===== src/rtl/kugelblitz_pad_mask.sv =====
// AXI-Stream stage that zeroes unkept byte lanes and pads short frames with zero
// bytes up to MIN_FRAME_LEN, with forwarded/padded frame statistics.
module kugelblitz_pad_mask #(
    parameter int unsigned DATA_WIDTH    = 512,
    parameter int unsigned KEEP_WIDTH    = DATA_WIDTH / 8,
    parameter int unsigned USER_WIDTH    = 1,
    parameter int unsigned MIN_FRAME_LEN = 60,
    parameter int unsigned CNT_WIDTH     = 32
) (
    input  logic                  clk,
    input  logic                  rst,
    input  logic [DATA_WIDTH-1:0] s_axis_tdata,
    input  logic [KEEP_WIDTH-1:0] s_axis_tkeep,
    input  logic                  s_axis_tvalid,
    output logic                  s_axis_tready,
    input  logic                  s_axis_tlast,
    input  logic [USER_WIDTH-1:0] s_axis_tuser,
    output logic [DATA_WIDTH-1:0] m_axis_tdata,
    output logic [KEEP_WIDTH-1:0] m_axis_tkeep,
    output logic                  m_axis_tvalid,
    input  logic                  m_axis_tready,
    output logic                  m_axis_tlast,
    output logic [USER_WIDTH-1:0] m_axis_tuser,
    input  logic                  pad_enable,
    output logic [CNT_WIDTH-1:0]  frame_count,
    output logic [CNT_WIDTH-1:0]  pad_count
);

    localparam int unsigned BCW  = $clog2(MIN_FRAME_LEN + KEEP_WIDTH) + 1;
    localparam int unsigned SUMW = BCW + 1;
    localparam logic [BCW-1:0] MIN_B  = BCW'(MIN_FRAME_LEN);
    localparam logic [BCW-1:0] KEEP_B = BCW'(KEEP_WIDTH);
    localparam logic [BCW-1:0] SAT_B  = {BCW{1'b1}};

    if (!(DATA_WIDTH == 64 || DATA_WIDTH == 128 || DATA_WIDTH == 256 || DATA_WIDTH == 512)) begin : g_bad_data_width
        $error("kugelblitz_pad_mask: DATA_WIDTH must be 64, 128, 256 or 512");
    end
    if (KEEP_WIDTH * 8 != DATA_WIDTH) begin : g_bad_keep_width
        $error("kugelblitz_pad_mask: KEEP_WIDTH*8 must equal DATA_WIDTH");
    end
    if (MIN_FRAME_LEN < 1 || MIN_FRAME_LEN > 255) begin : g_bad_min_len
        $error("kugelblitz_pad_mask: MIN_FRAME_LEN must be within 1..255");
    end

    typedef enum logic [1:0] {
        IDLE = 2'd0,
        BODY = 2'd1,
        PAD  = 2'd2
    } state_e;

    function automatic logic [BCW-1:0] popcount(input logic [KEEP_WIDTH-1:0] keep);
        logic [BCW-1:0] cnt;
        cnt = '0;
        for (int unsigned i = 0; i < KEEP_WIDTH; i++) begin
            cnt = cnt + BCW'(keep[i]);
        end
        return cnt;
    endfunction

    // Thermometer keep: the lowest 'lanes' lanes set.
    function automatic logic [KEEP_WIDTH-1:0] therm_keep(input logic [BCW-1:0] lanes);
        logic [KEEP_WIDTH-1:0] mask;
        for (int unsigned i = 0; i < KEEP_WIDTH; i++) begin
            mask[i] = (i < 32'(lanes));
        end
        return mask;
    endfunction

    function automatic logic [DATA_WIDTH-1:0] mask_data(input logic [DATA_WIDTH-1:0] data,
                                                        input logic [KEEP_WIDTH-1:0] keep);
        logic [DATA_WIDTH-1:0] out;
        for (int unsigned i = 0; i < KEEP_WIDTH; i++) begin
            out[8*i +: 8] = keep[i] ? data[8*i +: 8] : 8'h00;
        end
        return out;
    endfunction

    state_e                state_q, state_d;
    logic [BCW-1:0]        byte_cnt_q, byte_cnt_d;
    logic [BCW-1:0]        pad_left_q, pad_left_d;
    logic                  pad_en_q, pad_en_d;
    logic [USER_WIDTH-1:0] tuser_hold_q, tuser_hold_d;
    logic [DATA_WIDTH-1:0] tdata_q, tdata_d;
    logic [KEEP_WIDTH-1:0] tkeep_q, tkeep_d;
    logic                  tvalid_q, tvalid_d;
    logic                  tlast_q, tlast_d;
    logic [USER_WIDTH-1:0] tuser_q, tuser_d;
    logic                  padded_q, padded_d;
    logic [CNT_WIDTH-1:0]  frame_count_q, frame_count_d;
    logic [CNT_WIDTH-1:0]  pad_count_q, pad_count_d;

    logic                  out_free;
    logic                  s_ready_c;
    logic                  accept;
    logic                  frame_pad;
    logic [BCW-1:0]        beat_bytes;
    logic [SUMW-1:0]       sum;
    logic [BCW-1:0]        total;
    logic [BCW-1:0]        need_lanes;

    // Next-state, output-register and statistics logic.
    always_comb begin
        state_d       = state_q;
        byte_cnt_d    = byte_cnt_q;
        pad_left_d    = pad_left_q;
        pad_en_d      = pad_en_q;
        tuser_hold_d  = tuser_hold_q;
        tdata_d       = tdata_q;
        tkeep_d       = tkeep_q;
        tvalid_d      = tvalid_q;
        tlast_d       = tlast_q;
        tuser_d       = tuser_q;
        padded_d      = padded_q;
        frame_count_d = frame_count_q;
        pad_count_d   = pad_count_q;

        out_free   = !tvalid_q || m_axis_tready;
        s_ready_c  = out_free && (state_q != PAD);
        accept     = s_axis_tvalid && s_ready_c;
        frame_pad  = (state_q == IDLE) ? pad_enable : pad_en_q;
        beat_bytes = popcount(s_axis_tkeep);
        sum        = SUMW'(byte_cnt_q) + SUMW'(beat_bytes);
        total      = (sum > SUMW'(SAT_B)) ? SAT_B : BCW'(sum);
        need_lanes = MIN_B - byte_cnt_q;

        if (tvalid_q && m_axis_tready) begin
            tvalid_d = 1'b0;
            if (tlast_q) begin
                frame_count_d = frame_count_q + CNT_WIDTH'(1);
                if (padded_q) begin
                    pad_count_d = pad_count_q + CNT_WIDTH'(1);
                end
            end
        end

        case (state_q)
            IDLE, BODY: begin
                if (accept) begin
                    tvalid_d = 1'b1;
                    tdata_d  = mask_data(s_axis_tdata, s_axis_tkeep);
                    tkeep_d  = s_axis_tkeep;
                    tlast_d  = s_axis_tlast;
                    tuser_d  = s_axis_tuser;
                    padded_d = 1'b0;
                    pad_en_d = frame_pad;
                    if (!s_axis_tlast) begin
                        byte_cnt_d = total;
                        state_d    = BODY;
                    end else begin
                        byte_cnt_d = '0;
                        state_d    = IDLE;
                        if (frame_pad && (total < MIN_B)) begin
                            if (need_lanes <= KEEP_B) begin
                                tkeep_d  = therm_keep(need_lanes);
                                padded_d = 1'b1;
                            end else begin
                                // Frame spills past this beat: hold tlast/tuser for the final pad beat.
                                tkeep_d      = '1;
                                tlast_d      = 1'b0;
                                tuser_d      = '0;
                                tuser_hold_d = s_axis_tuser;
                                pad_left_d   = need_lanes - KEEP_B;
                                state_d      = PAD;
                            end
                        end
                    end
                end
            end
            PAD: begin
                if (tvalid_q && tlast_q) begin
                    if (m_axis_tready) begin
                        state_d = IDLE;
                    end
                end else if (out_free) begin
                    tvalid_d = 1'b1;
                    tdata_d  = '0;
                    if (pad_left_q <= KEEP_B) begin
                        tkeep_d    = therm_keep(pad_left_q);
                        tlast_d    = 1'b1;
                        tuser_d    = tuser_hold_q;
                        padded_d   = 1'b1;
                        pad_left_d = '0;
                    end else begin
                        tkeep_d    = '1;
                        tlast_d    = 1'b0;
                        tuser_d    = '0;
                        padded_d   = 1'b0;
                        pad_left_d = pad_left_q - KEEP_B;
                    end
                end
            end
            default: state_d = IDLE;
        endcase
    end

    always_ff @(posedge clk) begin
        if (rst) begin
            state_q       <= IDLE;
            byte_cnt_q    <= '0;
            pad_left_q    <= '0;
            pad_en_q      <= 1'b0;
            tuser_hold_q  <= '0;
            tdata_q       <= '0;
            tkeep_q       <= '0;
            tvalid_q      <= 1'b0;
            tlast_q       <= 1'b0;
            tuser_q       <= '0;
            padded_q      <= 1'b0;
            frame_count_q <= '0;
            pad_count_q   <= '0;
        end else begin
            state_q       <= state_d;
            byte_cnt_q    <= byte_cnt_d;
            pad_left_q    <= pad_left_d;
            pad_en_q      <= pad_en_d;
            tuser_hold_q  <= tuser_hold_d;
            tdata_q       <= tdata_d;
            tkeep_q       <= tkeep_d;
            tvalid_q      <= tvalid_d;
            tlast_q       <= tlast_d;
            tuser_q       <= tuser_d;
            padded_q      <= padded_d;
            frame_count_q <= frame_count_d;
            pad_count_q   <= pad_count_d;
        end
    end

    assign s_axis_tready = s_ready_c && !rst;
    assign m_axis_tdata  = tdata_q;
    assign m_axis_tkeep  = tkeep_q;
    assign m_axis_tvalid = tvalid_q;
    assign m_axis_tlast  = tlast_q;
    assign m_axis_tuser  = tuser_q;
    assign frame_count   = frame_count_q;
    assign pad_count     = pad_count_q;

endmodule


===== config.mk =====
export PLATFORM = sky130hd
export DESIGN_NAME = kugelblitz_pad_mask
export DESIGN_NICKNAME = d
export VERILOG_FILES = /design/src/rtl/kugelblitz_pad_mask.sv
export SDC_FILE = /design/constraint.sdc
export NUM_CORES = 2
export LEC_CHECK = 0
export ABC_CLOCK_PERIOD_IN_PS = 14250
export BUFFER_PORTS_ARGS = -buffer_cell sky130_fd_sc_hd__buf_2
export CORE_AREA = 2 2 480 482
export DETAILED_ROUTE_END_ITERATION = 7
export DIE_AREA = 0 0 482 484
export PLACE_DENSITY_LB_ADDON = 0.25
export SYNTH_ARGS = -nofsm -noshare
export SYNTH_HDL_FRONTEND = slang
export SYNTH_SLANG_ARGS = --single-unit

===== constraint.sdc =====
create_clock -name clk -period 14.25 [get_ports clk]
set_input_delay 2.85 -clock clk [delete_from_list [all_inputs] [get_ports clk]]
set_output_delay 2.85 -clock clk [all_outputs]
set_load 0.02 [all_outputs]

==> qor.yml <==
sta:
  maxSlewHeadroom_pct: 13.4
  setup_viol: 0
  hold_viol: 0
  rsz0062_at_grt: "false"
  finalWorstPathRequiredPeriod_ps: 10260
  fin_crit_sh_pct: 72.0
  final.setup.tns_ps: 0
  fin_skew_ps: 80.7
  finalMaxSlewViolations: 0
  tightest_slew_ps: 1290
  max_freq_mhz: 97.4
synthesis:
  synth_area_um2: 28600
  netlist_top_cells_area: "dfxtp_1 46%, a21oi_1 11%, nand3_1 9.5%"
  yosys-top-cells-count: "664 x dfxtp_1, 639 x nand2_1, 600 x a21oi_1, 543 x nand3_1, 226 x clkbuf_1"
  synthArstFlopShare_pct: 0
  post-synth-top-count-cell: "dfxtp_1"
  synth_ff_type: "dfxtp_1"
  synth.distinct_cells: 70
  synthesis.nets: 4247
  synth_edf_count: 0
  syn_inst: 3575
  syn_avg_cell_area_um2: 8.00
  synth_top_area_share_pct: 46.5
  yosys_register_bits: 664
  synth.yosys.seq_area_share_pct: 46.5
  yosys_warnings: 0
  synth_top_area_cell: "dfxtp_1"
final_layout:
  area_growth_pct: 44.2
  regArea_um2: 13300
  fin_util_pct: 18.0
  multi_input_area_um2: 13900
  final_layout_size_suffix_gt1_share_pct: 30.7
  fin_nets: 5343
  nFillCells: 26100
worst_setup_path:
  critPathCaptureType: "register"
  crit_chain: "buf_2 > inv_1 > fa_1 > inv_1 > fa_1 > fa_1 > inv_1 > fa_1 > inv_1 > fa_1 > fa_1 > fa_1 > inv_1 > fa_1 > inv_1 > fa_1 > a211oi_2 > o211a_1 > a221o_1 > nand2_1 > nor4_2 > buf_4 > o2111ai_1 > a32o_1"
  crit_arrival_ps: 10940
  cp.required_ps: 14930
  critical_path_class: "in2reg"
  critPathSlowestCell: "nor4_2"
  crit_top_cell: "fa_1"
  cp_slowest_stage_delay_ps: 1130
  cp_max_fo: 9
  start_kind: "input port"
routing:
  ant_nets: 0
  route.detailed.drc: 0
  route.met3.wl_um: 19600
  dr.pass1.iters: 6
  drt_iter0_drc: 2291
  vias: 31500
  wl_met2_um: 93500
  routed_wl_um: 197000
  routed_via_density: 4.04
  drt-wirelength-per-cell_um: 25.2
  top_layer_used: "met5"
  met1Wirelength_um: 76900
clocking:
  cts_root_buf: "clkbuf_16"
  cts_hold_buf: 0
  numCtsBuffers: 88
  clk_pin_slew_ps: 60
  cts_setup_buffers: 0
  htree_num_levels: 3
  clk_path_buf_depth: 3
  cts_tree: "built"
  cts_sinks: 664
  worstSkewPairLatency_ps: 740
  cts.repair.resized: 0
outcome:
  status: "completed"
placed_design:
  port_buffers: 1226
  gp_congestion: 0.899
  dp_hpwl_um: 159000
floorplanning:
  fp.dieH_um: 484
  fp.coreArea_um2: 229000
  start_util_pct: 12.5
  die_area_um2: 233000
  dieWidth_um: 482
  core.rowCount: 176
  io-pin-count: 1227
global_routing:
  grt_pass1_vias: 30900
  overflow: 0
  grt_pass1_wl_um: 263000
  grt.total_usage_pct: 16.1
  antenna_found_initial: 70
  grt_max_degree: 157
job:
  maxCapViolations: 0
power:
  power.density_nw_per_um2: 217
  power.leakage_nw: 17.3
  max-vdd-ir-drop_uv: 421
min_path:
  hold_path_class: "reg2reg"
[final timing paths]
check                                startpoint                            end  slack [ps]  cells past startpoint
hold / removal    m_axis_tdata[49]$_SDFFE_PP0P_  m_axis_tdata[49]$_SDFFE_PP0P_         440                      2
hold reg to reg   m_axis_tdata[49]$_SDFFE_PP0P_  m_axis_tdata[49]$_SDFFE_PP0P_         440                      2
setup reg to reg     byte_cnt_q[0]$_SDFFE_PP0P_  m_axis_tkeep[37]$_SDFFE_PP0P_        6230                     19
setup / recovery               s_axis_tkeep[35]  m_axis_tkeep[37]$_SDFFE_PP0P_        3990                     24
[kinds of logic (layout without fill, tap and decap cells)]
logic type / Yosys count / after routing / share of synthesized area [%]
simple gates: 1489 / 1489 / 23.4
compound gates: 863 / 863 / 16.8
flops: 664 / 664 / 46.5
buf+inv: 383 / 1550 / 5.26
fa+ha+maj: 89 / 89 / 5.36
xor+xnor: 61 / 61 / 1.87
mux: 26 / 26 / 0.910
other cells: 0 / 28 / 0
[stage by stage]
stage                     area, um^2  std cells  setup WS, ps  total power [mW]  hold WS [ps]
final                          41200       7796          3990              8.94           444
after CTS                      41200       7768          4050              9.08           448
after global routing           41200       7777          3790              9.46           461
after floorplan                28600       3575          4630              5.04           450
after detailed placement       38000       7607          3160              6.53           440
after global placement         38000       7607          3280              6.54           435
[placed cells by master, fill, tap and decap left out, types with 14 or more instances in the layout]
cell       Yosys  routed
and2_1        27      28
clkbuf_8       0      21
xor2_1        38      38
dfxtp_1      664     664
diode_2        0      28
nand2_1      639     639
nor2_1       156     148
inv_1        107     107
xnor2_1       23      23
mux2i_1       26      26
clkbuf_16      0      88
clkbuf_1     226      17
nand4_1       14      14
or3_1         21      21
nand3_1      543     543
fa_1          56      56
and3_1        21      21
ha_1          33      33
nor3_1        19      17
buf_4          4      52
o21ai_0      118     118
buf_2         11    1225
a21oi_1      600     600
[routing by layer]
layer	track usage [%]	up-vias
met5	0	-
met4	5.40	26
met3	5.92	273
met2	27.2	1452
met1	18.6	15200
li1	-	14500
[layout make-up]
type                            instances  area share (%)
Timing Repair Buffer                 1281            16.0
Antenna cell                           28           0.170
Tap cell                             3026            9.18
Multi-Input combinational cell       2528            33.7
Inverter                              108           0.983
Clock buffer                          126            6.20
Clock inverter                         35            1.57
Sequential cell                       664            32.2
[state kept, by name, summed over array words and instances, names as in the netlist, 2 cells and up]
register,flops
byte_cnt_q,8
frame_count,32
m_axis_tdata,512
m_axis_tkeep,64
pad_count,32
pad_left_q,8
state_q,2
[critical path, delay by kind of cell]
family | cells | cell delay, ps
adders and majority gates | 9 | 4630
and+or+nand+nor | 2 | 1340
AOI/OAI and AO/OA | 5 | 1230
buffers and inverters | 8 | 860
[power breakdown]
part / total [mW] / internal [mW] / switching [mW]
clock: 2.46 / 1.46 / 1.00
combinational: 4.35 / 1.41 / 2.93
sequential: 2.13 / 2.02 / 0.110
total: 8.94 / 4.89 / 4.04
No activity file was read; power rests on OpenSTA's default activity.
